`src/rtl/mem_arb_pkg.sv`:
```
// Shared types and constants for the two-port memory arbiter.
package mem_arb_pkg;

  localparam int unsigned ARB_PORTS = 2;

  typedef enum logic [1:0] {
    IDLE,
    ISSUE,
    RESP,
    DONE
  } arb_state_t;

  function automatic logic [ARB_PORTS-1:0] port_onehot(input logic idx);
    return idx ? 2'b10 : 2'b01;
  endfunction

endpackage

```
`src/rtl/mem_arb_rr_pick2.sv`:
```
// Two-way round-robin pick: on a tie the port not granted last wins.
module rr_pick2
  import mem_arb_pkg::*;
(
  input  logic [ARB_PORTS-1:0] req,
  input  logic                 last,
  output logic [ARB_PORTS-1:0] gnt
);

  always_comb begin
    gnt = '0;
    unique case (req)
      2'b01:   gnt = 2'b01;
      2'b10:   gnt = 2'b10;
      2'b11:   gnt = last ? 2'b01 : 2'b10;
      default: gnt = '0;
    endcase
  end

endmodule

```
`src/rtl/mem_arb.sv`:
```
// Arbitrates two requesters onto a single memory-controller CPU port,
// with stall handling and a hold timeout that completes the transaction with err.
module mem_arb
  import mem_arb_pkg::*;
#(
  parameter int unsigned TIMEOUT = 16
) (
  input  logic        clk,
  input  logic        rst,
  input  logic        m0_req,
  input  logic        m0_we,
  input  logic [31:0] m0_addr,
  input  logic [31:0] m0_wdata,
  output logic [31:0] m0_rdata,
  output logic        m0_ack,
  output logic        m0_err,
  input  logic        m1_req,
  input  logic        m1_we,
  input  logic [31:0] m1_addr,
  input  logic [31:0] m1_wdata,
  output logic [31:0] m1_rdata,
  output logic        m1_ack,
  output logic        m1_err,
  output logic        mem_rd,
  output logic        mem_wr,
  output logic [31:0] mem_addr,
  output logic [31:0] mem_wdata,
  input  logic [31:0] mem_rdata,
  input  logic        mem_hold,
  output logic [1:0]  grant
);

  localparam logic [7:0] CNT_LAST = 8'(TIMEOUT - 1);

  arb_state_t           r_state;
  logic [7:0]           r_cnt;
  logic                 r_owner;
  logic                 r_we;
  logic                 r_last;
  logic                 r_rd;
  logic                 r_wr;
  logic                 r_err;
  logic [ARB_PORTS-1:0] r_ack;
  logic [ARB_PORTS-1:0] r_grant;
  logic [31:0]          r_addr;
  logic [31:0]          r_wdata;
  logic [31:0]          r_rdata;

  logic [ARB_PORTS-1:0] w_req;
  logic [ARB_PORTS-1:0] w_gnt;
  logic                 w_sel;
  logic                 w_we;
  logic [31:0]          w_addr;
  logic [31:0]          w_wdata;

  assign w_req = {m1_req, m0_req};

  rr_pick2 u_pick (
    .req  (w_req),
    .last (r_last),
    .gnt  (w_gnt)
  );

  assign w_sel   = w_gnt[1];
  assign w_we    = w_sel ? m1_we    : m0_we;
  assign w_addr  = w_sel ? m1_addr  : m0_addr;
  assign w_wdata = w_sel ? m1_wdata : m0_wdata;

  always_ff @(posedge clk or negedge rst) begin
    if (!rst) begin
      r_state <= IDLE;
      r_cnt   <= '0;
      r_owner <= 1'b0;
      r_we    <= 1'b0;
      r_last  <= 1'b1;
      r_rd    <= 1'b0;
      r_wr    <= 1'b0;
      r_err   <= 1'b0;
      r_ack   <= '0;
      r_grant <= '0;
      r_addr  <= '0;
      r_wdata <= '0;
      r_rdata <= '0;
    end else begin
      r_ack <= '0;
      unique case (r_state)
        IDLE: begin
          r_cnt <= '0;
          if (|w_req) begin
            r_state <= ISSUE;
            r_owner <= w_sel;
            r_grant <= w_gnt;
            r_we    <= w_we;
            r_addr  <= w_addr;
            r_wdata <= w_wdata;
            r_rd    <= ~w_we;
            r_wr    <= w_we;
          end
        end
        ISSUE: begin
          // Counter holds the number of stalled edges already seen, so the
          // strobe stays up for exactly TIMEOUT cycles before aborting.
          if (!mem_hold) begin
            r_state <= RESP;
            r_rd    <= 1'b0;
            r_wr    <= 1'b0;
          end else if (r_cnt == CNT_LAST) begin
            r_state <= DONE;
            r_rd    <= 1'b0;
            r_wr    <= 1'b0;
            r_rdata <= '0;
            r_err   <= 1'b1;
            r_ack   <= port_onehot(r_owner);
          end else begin
            r_cnt <= r_cnt + 8'd1;
          end
        end
        RESP: begin
          r_state <= DONE;
          r_rdata <= r_we ? '0 : mem_rdata;
          r_err   <= 1'b0;
          r_ack   <= port_onehot(r_owner);
        end
        DONE: begin
          r_state <= IDLE;
          r_last  <= r_owner;
          r_grant <= '0;
          r_rdata <= '0;
          r_err   <= 1'b0;
        end
      endcase
    end
  end

  assign mem_rd    = r_rd;
  assign mem_wr    = r_wr;
  assign mem_addr  = r_addr;
  assign mem_wdata = r_wdata;
  assign grant     = r_grant;

  assign m0_ack   = r_ack[0];
  assign m1_ack   = r_ack[1];
  assign m0_err   = r_ack[0] & r_err;
  assign m1_err   = r_ack[1] & r_err;
  assign m0_rdata = r_ack[0] ? r_rdata : '0;
  assign m1_rdata = r_ack[1] ? r_rdata : '0;

endmodule

```
`config.mk`:
```
export PLATFORM = sky130hd
export DESIGN_NAME = mem_arb
export DESIGN_NICKNAME = d
export VERILOG_FILES = /design/src/rtl/mem_arb_pkg.sv /design/src/rtl/mem_arb_rr_pick2.sv /design/src/rtl/mem_arb.sv
export SDC_FILE = /design/constraint.sdc
export NUM_CORES = 1
export LEC_CHECK = 0
export ABC_CLOCK_PERIOD_IN_PS = 2320
export CAP_MARGIN = 15
export CORE_ASPECT_RATIO = 0.5
export CORE_MARGIN = 3
export CORE_UTILIZATION = 43
export DETAILED_ROUTE_END_ITERATION = 10
export PLACE_DENSITY = 0.93
export SETUP_SLACK_MARGIN = 0.05
export SLEW_MARGIN = 30
export SYNTH_ARGS = -nofsm -noshare
export SYNTH_HDL_FRONTEND = slang
export SYNTH_HIERARCHICAL = 1
export SYNTH_SLANG_ARGS = --single-unit
```
`constraint.sdc`:
```
create_clock -name clk -period 2.32 [get_ports clk]
set_clock_uncertainty 0.2 [all_clocks]
set_input_delay 0.464 -clock clk [delete_from_list [all_inputs] [get_ports clk]]
set_output_delay 0.464 -clock clk [all_outputs]
set_load 0.05 [all_outputs]
```
# == Word-level counts from Yosys, hierarchy flattened ==
# Cells that the tools add are included.
# op_classes
eq_ne,12
mux,33
reduce_logical,14
bitwise_logic,3
addsub,1
# op_table
op,n
32-bit 2-to-1 mux,7
32-bit one-hot mux with 3 select lines,1
2-bit 2-to-1 mux,8
8-bit 2-to-1 mux,2
8-bit one-hot mux with 2 select lines,1
3-bit AND reduction,4
"8-bit by 1-bit adder with 8-bit output, second input constant",1
"2-bit == test, second input constant",4
"8-bit by 4-bit == test with 1-bit output, second input constant",1
"2-bit != test, second input constant",4
2-bit one-hot mux with 2 select lines,2
2-bit one-hot mux with 4 select lines,1
1-bit 2-to-1 mux,7
1-bit one-hot mux with 2 select lines,3
2-bit one-hot mux with 3 select lines,1
2-bit AND reduction,3
2-bit nonzero test,3
"2-bit by 1-bit == test with 1-bit output, second input constant",2
2-bit OR reduction,2
"3-bit != test, second input constant",1
3-bit nonzero test,1
1-bit AND,2
2-bit logical NOT,1
1-bit NOT,1
# word_totals
output_inout_bits,136
regBits,116

# == Longest topological paths before layout ==
# Gate-level depths: netlist of run 1.
# logic_depth
depth_word,6
mapped_depth,8
ltp_nobuf,5

# == Hierarchy ==
# The synthesis of run 1 kept the hierarchy.
# by_module_without_submodules
module,n_inst,area_each_um2,cells_each
mem_arb,1,6713.9,689
rr_pick2,1,18.8,3

# == Least setup slack after synthesis of run 1 ==
# No wires, ideal clock.
# synth_timing
kind,register -> output
startpoint,register r_ack[0]
endpoint,output port m0_err
t_arrival_ns,1.362
stages_incl_launch_ff,3
required_time_ns,1.656
path_slack_ns,0.294
path_buffers,1
cell_sequence,dfrtp_1 > clkbuf_1 > and2_1
# synth_between
elab_chain_cells,1
# synth_lines
item,line_no,source
start: declaration,mem_arb.sv:43,logic [ARB_PORTS-1:0] r_ack;
start signal: assignment,mem_arb.sv:113,r_ack <= port_onehot(r_owner);
start signal: assignment,mem_arb.sv:122,r_ack <= port_onehot(r_owner);
1-bit AND,mem_arb.sv:143,assign m0_err = r_ack[0] & r_err;
end: declaration,mem_arb.sv:16,"output logic m0_err,"
# Every way passes these cells.

# == Worst setup path in the final report of run 1 ==
# layout_timing
startpoint,register r_addr[20] (netlist: mem_addr[20])
endpoint,output port mem_addr[20]
# layout_lines
item,line_no,source
start: declaration,mem_arb.sv:45,logic [31:0] r_addr;
start signal: assignment,mem_arb.sv:94,r_addr <= w_addr;
end: declaration,mem_arb.sv:26,"output logic [31:0] mem_addr,"
# No word-level cell between the ends.

==> flow_metrics.env, run 1 <==
export IMPL_rsz0062_at_grt="true"
export IMPL_gp_congestion=0.787
export IMPL_critPathArrivalTime_ns=1.58
export IMPL_ant_nets=0
export IMPL_yosysUniqueCellTypes=41
export IMPL_peakVddDrop_uv=615
export IMPL_syn_num_nets=864
export IMPL_setup_viol=0
export IMPL_path_cells="clkdlybuf4s50_1"
export IMPL_max_cap_violations=0
export IMPL_final_max_slew_violation_count=0
export IMPL_initial_core_util_pct=45.2
export IMPL_min_period_ns=2.24
export IMPL_pin_count=303
export IMPL_dp_cells=1154
export IMPL_leakage_nw=5.27
export IMPL_slowest_stage="clkdlybuf4s50_1"
export IMPL_period_share_pct=96.5
export IMPL_via_per_inst=5.65
export IMPL_grt_util_all_layers_pct=25.2
export IMPL_synth_cells=692
export IMPL_max_slew_margin_rel_pct=50.2
export IMPL_critPathMaxStageDelay_ns=0.81
export IMPL_fmax_mhz=447
export IMPL_die_height_microns=94.5
export IMPL_rows=31
export IMPL_yosysSeqAreaShare_pct=43.1
export IMPL_worst_endpoint_required_ns=1.66
export IMPL_root_buffer="clkbuf_16"
export IMPL_p_total_w=0.0130
export IMPL_grt_start_max_net_pins=67
export IMPL_place_port_buffers=302
export IMPL_dr_pass1_iters=4
export IMPL_synth_warnings=6
export IMPL_synthFlopType="dfrtp_1"
export IMPL_power_frac_comb_pct=55.0
export IMPL_final_nets=1148
export IMPL_clock_latency_ns=0.40
export IMPL_crit_path_start_kind="flop"
export IMPL_wire_per_inst_microns=19.0
export IMPL_cts_tree="done"
export IMPL_synth_area_sq_um=6730
export IMPL_cts_buffer_depth=2
export IMPL_synth_edf_count=0
export IMPL_antenna_found_initial=0
export IMPL_hpwl_microns=16200
export IMPL_worstMarginPinSlew_ns=0.745
export IMPL_drtIter0Drc=489
export IMPL_wirelength_microns=22500
export IMPL_fin_util_pct=76.6
export IMPL_path_buf_inv=1
export IMPL_end_kind="output pin"
export IMPL_path_delay_family="buffers and inverters"
export IMPL_die_area_sq_um=17300
export IMPL_hold_class="reg -> reg"
export IMPL_intPower_w=0.00676
export IMPL_clock_power_share_pct=19.6
export IMPL_vias=6710
export IMPL_async_flop_share_pct=100
export IMPL_avgSynthCellArea_sq_um=9.73
export IMPL_swShare_pct=47.8
export IMPL_core_area_sq_um=14900
export IMPL_die_width_microns=183
export IMPL_clkTransAtPathRegs_ns=0.07
export IMPL_grt_overflow=0
export IMPL_worstSetupPathType="reg -> out"
export IMPL_num_antenna_cells=0
export IMPL_route_detailed_drc=0
export IMPL_cp_max_fo=2
export IMPL_fin_cells=1187
export IMPL_drive_gt1_share_pct=17.7
export IMPL_status="completed"
export IMPL_power_switching_w=0.00619
export IMPL_clock_sinks=116
export IMPL_p_seq_share_pct=25.5
export IMPL_grt_pass1_wl_microns=35400
export IMPL_htreeDepth=4
export IMPL_p_per_area_nw_per_um2=1140
export IMPL_synth_seq_cells=116
export IMPL_area_delta_synth_final_pct=69.4
export IMPL_cts_buffers=17
export IMPL_hold_ws_ns=0.275
export IMPL_hold_viol=0
export IMPL_grt_pass1_vias=6984
[through the flow]
| stage | setup slack, ns | setup TNS (ns) | cell area [sq um] |
|---|---|---|---|
| 2_1_floorplan | 0.294 | 0 | 6730 |
| 3_3_place_gp | 0.0492 | 0 | 10700 |
| 3_5_place_dp | -0.104 | -0.190 | 10700 |
| 4_1_cts | 0.0531 | 0 | 11300 |
| 5_1_grt | 0.0375 | 0 | 11400 |
| 6_report | 0.0807 | 0 | 11400 |
[sequential cells by signal, indices dropped and copies added (netlist names)]
name / count
r_ack: 2
r_owner: 1
r_we: 1
mem_wr: 1
grant: 2
r_err: 1
mem_rd: 1
mem_wdata: 32
r_state: 2
r_last: 1
r_rdata: 32
mem_addr: 32
r_cnt: 8
[final timing paths]
path                                    from           end  slack [ns]  cells past startpoint
min in group asynchronous                rst   r_rdata[17]        0.31                      2
worst min register to register  mem_addr[12]  mem_addr[12]        0.28                      2
worst max-delay path            mem_addr[20]  mem_addr[20]        0.08                      1
max in group asynchronous                rst    r_state[1]        0.99                      3
worst min-delay path            mem_addr[12]  mem_addr[12]        0.28                      2
worst max register to register    r_state[1]      r_cnt[5]        0.17                      6
[power groups by stage]
stage               Combinational (W)  Sequential [W]  Clock [W]
floorplan                     0.00250         0.00522          0
global placement              0.00691         0.00328          0
detailed placement            0.00713         0.00334          0
CTS                           0.00712         0.00331    0.00256
global route                  0.00754         0.00339    0.00267
finish                        0.00712         0.00330    0.00253
[synthesized netlist by cell type (all sizes together), types with 2 or more instances]
library cell / number / area [sq um]
nor3: 2 / 10.0
nand4: 4 / 25.0
o21ai: 71 / 355
o211ai: 34 / 405
mux2i: 71 / 711
ha: 5 / 62.6
nor3b: 3 / 22.5
nand3: 69 / 345
a21oi: 4 / 20.0
a21boi: 2 / 15.0
nand2: 80 / 300
clkbuf: 41 / 154
nor2: 3 / 11.3
nor4bb: 32 / 320
nor2b: 3 / 18.8
a211o: 3 / 26.3
buf: 28 / 175
o31a: 2 / 17.5
nand2b: 2 / 12.5
and2: 67 / 419
inv: 5 / 18.8
dfrtp: 115 / 2880
a32oi: 32 / 280
o21a: 3 / 22.5
[placed cells by master (no fill, tap or decap), types with 3 or more instances in the layout]
cell type / netlist / routed
clkdlybuf4s50_1: 0 / 183
dfrtp_1: 115 / 114
nand2_1: 80 / 80
buf_12: 0 / 77
mux2i_1: 71 / 71
o21ai_0: 70 / 70
nand3_1: 69 / 69
and2_1: 67 / 67
dlymetal6s2s_1: 0 / 38
nor4bb_1: 32 / 32
a32oi_1: 32 / 32
o211ai_2: 30 / 30
buf_4: 0 / 25
clkbuf_16: 0 / 17
dlygate4sd2_1: 0 / 9
inv_6: 0 / 7
inv_1: 5 / 5
nand4_1: 4 / 4
o211ai_1: 4 / 4
a21oi_1: 4 / 4
clkinv_4: 0 / 4
nor3b_1: 3 / 3
o21a_1: 3 / 3
a211o_1: 3 / 3
ha_1: 5 / 3
[logic make-up after synthesis]
| group | count (synthesis) | synth area share (%) |
|---|---|---|
| AOI/OAI and AO/OA | 156 | 17.6 |
| adders and majority gates | 5 | 0.929 |
| buffers and inverters | 74 | 5.17 |
| DFF | 116 | 43.1 |
| muxes | 72 | 10.7 |
| and+or+nand+nor | 269 | 22.5 |
[metal layers]
| metal | share of wire (%) | GRT usage, % |
|---|---|---|
| met1 | 39 | 29.8 |
| met2 | 53 | 46.0 |
| met3 | 5.9 | 5.16 |
| met4 | 2.5 | 9.37 |
| met5 | 0 | 0 |
[area by class of cell]
cell class / count / area, sq um
well taps: 198 / 248
clock inverters: 14 / 141
clock buffers: 18 / 429
fillers: 931 / 3490
inverters: 5 / 18.8
repair buffers: 334 / 4140
flip-flops and latches: 116 / 2910
multi-input cells: 502 / 3530
[repair_timing]
item                       CTS  global route
pin swaps                    0             0
setup buffers                0             0
setup endpoints to repair   36            57
hold endpoints to repair    18             0
gates resized for setup     11            42
hold buffers                 1             0
(Power assumes the default switching activity.)
==> run 2: changes to the inputs <==
--- a/config.mk
+++ b/config.mk
@@ -5,13 +5,14 @@
 export SDC_FILE = /design/constraint.sdc
 export NUM_CORES = 1
 export LEC_CHECK = 0
+export ABC_AREA = 1
 export ABC_CLOCK_PERIOD_IN_PS = 2320
 export CAP_MARGIN = 15
 export CORE_ASPECT_RATIO = 0.5
 export CORE_MARGIN = 3
-export CORE_UTILIZATION = 43
+export CORE_UTILIZATION = 41
 export DETAILED_ROUTE_END_ITERATION = 10
-export PLACE_DENSITY = 0.93
+export PLACE_DENSITY = 0.92
 export SETUP_SLACK_MARGIN = 0.05
 export SLEW_MARGIN = 30
 export SYNTH_ARGS = -nofsm -noshare
==> flow_metrics.env, run 2 <==
export IMPL_status="completed"
export IMPL_slowest_stage="clkdlybuf4s50_1"
export IMPL_grt_overflow=0
export IMPL_final_common_cell="nand2_1"
export IMPL_critPathMaxStageDelay_ns=0.84
export IMPL_final_max_slew_violation_count=0
export IMPL_max_slew_margin_rel_pct=62.3
export IMPL_path_buf_inv=1
export IMPL_hold_class="reg -> reg"
export IMPL_final_nets=1370
export IMPL_synth_seq_cells=116
export IMPL_synth_common_cells="nand2_1, inv_1, dfrtp_1"
export IMPL_fmax_mhz=445
export IMPL_p_seq_share_pct=26.5
export IMPL_antenna_found_initial=0
export IMPL_cp_max_fo=2
export IMPL_worst_endpoint_required_ns=1.66
export IMPL_synth_cells=910
export IMPL_fillers=986
export IMPL_end_kind="output pin"
export IMPL_clock_sinks=116
export IMPL_path_cells="clkdlybuf4s50_1"
export IMPL_path_delay_family="buffers and inverters"
export IMPL_async_flop_share_pct=100
export IMPL_synth_area_leaders="dfrtp_1, nand2_1, inv_1"
export IMPL_grt_start_max_net_pins=67
export IMPL_p_per_area_nw_per_um2=1220
export IMPL_die_area_sq_um=17000
export IMPL_cts_buffer_depth=2
export IMPL_ant_nets=0
export IMPL_min_period_ns=2.25
export IMPL_grt_pass1_vias=6923
export IMPL_grt_pass1_wl_microns=33500
export IMPL_pin_count=303
export IMPL_area_delta_synth_final_pct=72.9
export IMPL_drtIter0Drc=456
export IMPL_drive_gt1_share_pct=11.1
export IMPL_setup_viol=0
export IMPL_max_cap_violations=0
export IMPL_num_antenna_cells=0
export IMPL_clkTransAtPathRegs_ns=0.06
export IMPL_synth_area_sq_um=6300
export IMPL_place_port_buffers=302
export IMPL_grt_util_all_layers_pct=24.8
export IMPL_clock_latency_ns=0.41
export IMPL_syn_num_nets=1082
export IMPL_synth_top_cell_by_area="dfrtp_1"
export IMPL_die_height_microns=93.7
export IMPL_avgSynthCellArea_sq_um=6.92
export IMPL_yosysUniqueCellTypes=29
export IMPL_power_frac_comb_pct=51.9
export IMPL_cts_setup_buffers=0
export IMPL_via_per_inst=4.81
export IMPL_hpwl_microns=15600
export IMPL_period_share_pct=96.9
export IMPL_wirelength_microns=21600
export IMPL_core_area_sq_um=14700
export IMPL_synth_most_common_cell="nand2_1"
export IMPL_cts_buffers=17
export IMPL_synth_edf_count=0
export IMPL_hold_viol=0
export IMPL_layout_common_cells="nand2_1, clkdlybuf4s50_1, inv_1, dfrtp_1, buf_12"
export IMPL_yosys_area_top_type_share_pct=45.7
export IMPL_rsz0062_at_grt="false"
export IMPL_leakage_nw=6.13
export IMPL_peakVddDrop_uv=844
export IMPL_synth_warnings=6
export IMPL_worstMarginPinSlew_ns=0.564
export IMPL_root_buffer="clkbuf_16"
export IMPL_worstSetupPathType="reg -> out"
export IMPL_fin_setup_tns_ns=0
export IMPL_htreeDepth=4
export IMPL_swShare_pct=47.2
export IMPL_route_detailed_drc=0
export IMPL_die_width_microns=181
export IMPL_crit_path_start_kind="flop"
export IMPL_wire_per_inst_microns=15.3
export IMPL_cts_tree="done"
export IMPL_initial_core_util_pct=42.7
export IMPL_yosysSeqAreaShare_pct=46.1
export IMPL_dr_pass1_iters=7
export IMPL_p_total_w=0.0133
export IMPL_gp_congestion=0.849
export IMPL_vias=6774
export IMPL_power_switching_w=0.00627
export IMPL_intPower_w=0.00702
export IMPL_synthFlopType="dfrtp_1"
export IMPL_clock_power_share_pct=21.5
export IMPL_rows=31
export IMPL_critPathArrivalTime_ns=1.58
## run 2: cell count changes after synthesis, moves of 61 or more
cell,previous run,this run
nand3_1,69,8
mux2i_1,71,0
inv_1,5,179
and2_1,67,0
nand2_1,80,348
o21ai_1,1,69
## run 2: logic make-up after synthesis
kind of cell / after synthesis / synth area share (%)
DFF: 116 / 46.1
buffers and inverters: 228 / 15.0
adders and majority gates: 5 / 0.993
xor gates and xnor gates: 2 / 0.278
AOI/OAI and AO/OA: 142 / 11.6
and+or+nand+nor: 417 / 26.1
## run 2: layout make-up
class	count	area, sq um	area share [%]
Clock buffer	20	467	4.28
Clock inverter	12	176	1.62
Inverter	182	687	6.30
Multi-Input combinational cell	566	2460	22.6
Sequential cell	116	2900	26.7
Tap cell	198	248	2.27
Timing Repair Buffer	315	3950	36.2
## run 2: through the flow
step | instance area [sq um] | hold WS [ns] | cells | worst slack (ns) | utilization (%)
6_report | 10900 | 0.246 | 1409 | 0.0714 | 73.9
5_1_grt | 10900 | 0.264 | 1409 | 0.0510 | 73.9
4_1_cts | 10800 | 0.244 | 1409 | 0.0519 | 73.3
3_5_place_dp | 10200 | 0.225 | 1376 | 0.0607 | 68.9
3_3_place_gp | 10200 | 0.210 | 1376 | 0.146 | 68.9
2_1_floorplan | 6300 | -0.0316 | 910 | 0.147 | -
## run 2: repair_timing
action,CTS,global route
hold buffers,1,0
setup endpoints to repair,9,37
pin swaps,0,0
endpoints found under the hold margin,37,0
gates resized for setup,9,37
## run 2: routing by layer
metal / wire length, microns / share of wire (%) / vias to the layer above / GRT usage (%)
met5: 0 / 0 / - / 0
met4: 1070 / 4.9 / 0 / 14.4
met3: 1090 / 5.0 / 84 / 5.14
met2: 11500 / 53 / 249 / 46.0
met1: 7970 / 37 / 3167 / 26.6
li1: - / - / 3274 / -
## run 2: power groups by stage
stage	clock network [W]	registers (W)	logic (W)
2_1_floorplan	0	0.00552	0.00249
3_3_place_gp	0	0.00348	0.00675
3_5_place_dp	0	0.00353	0.00694
4_1_cts	0.00290	0.00352	0.00695
5_1_grt	0.00300	0.00363	0.00735
6_report	0.00286	0.00352	0.00690
## run 2: worst paths after layout
kind | startpoint | end | slack (ns) | cells after the start
setup / recovery | mem_wdata[26] | mem_wdata[26] | 0.07 | 1
hold / removal | r_owner | r_ack[0] | 0.25 | 1
setup reg to reg | r_state[1] | r_rdata[14] | 0.23 | 7
hold reg to reg | r_owner | r_ack[0] | 0.25 | 1
max in group asynchronous | rst | mem_addr[7] | 0.80 | 3
min in group asynchronous | rst | r_rdata[20] | 0.44 | 2
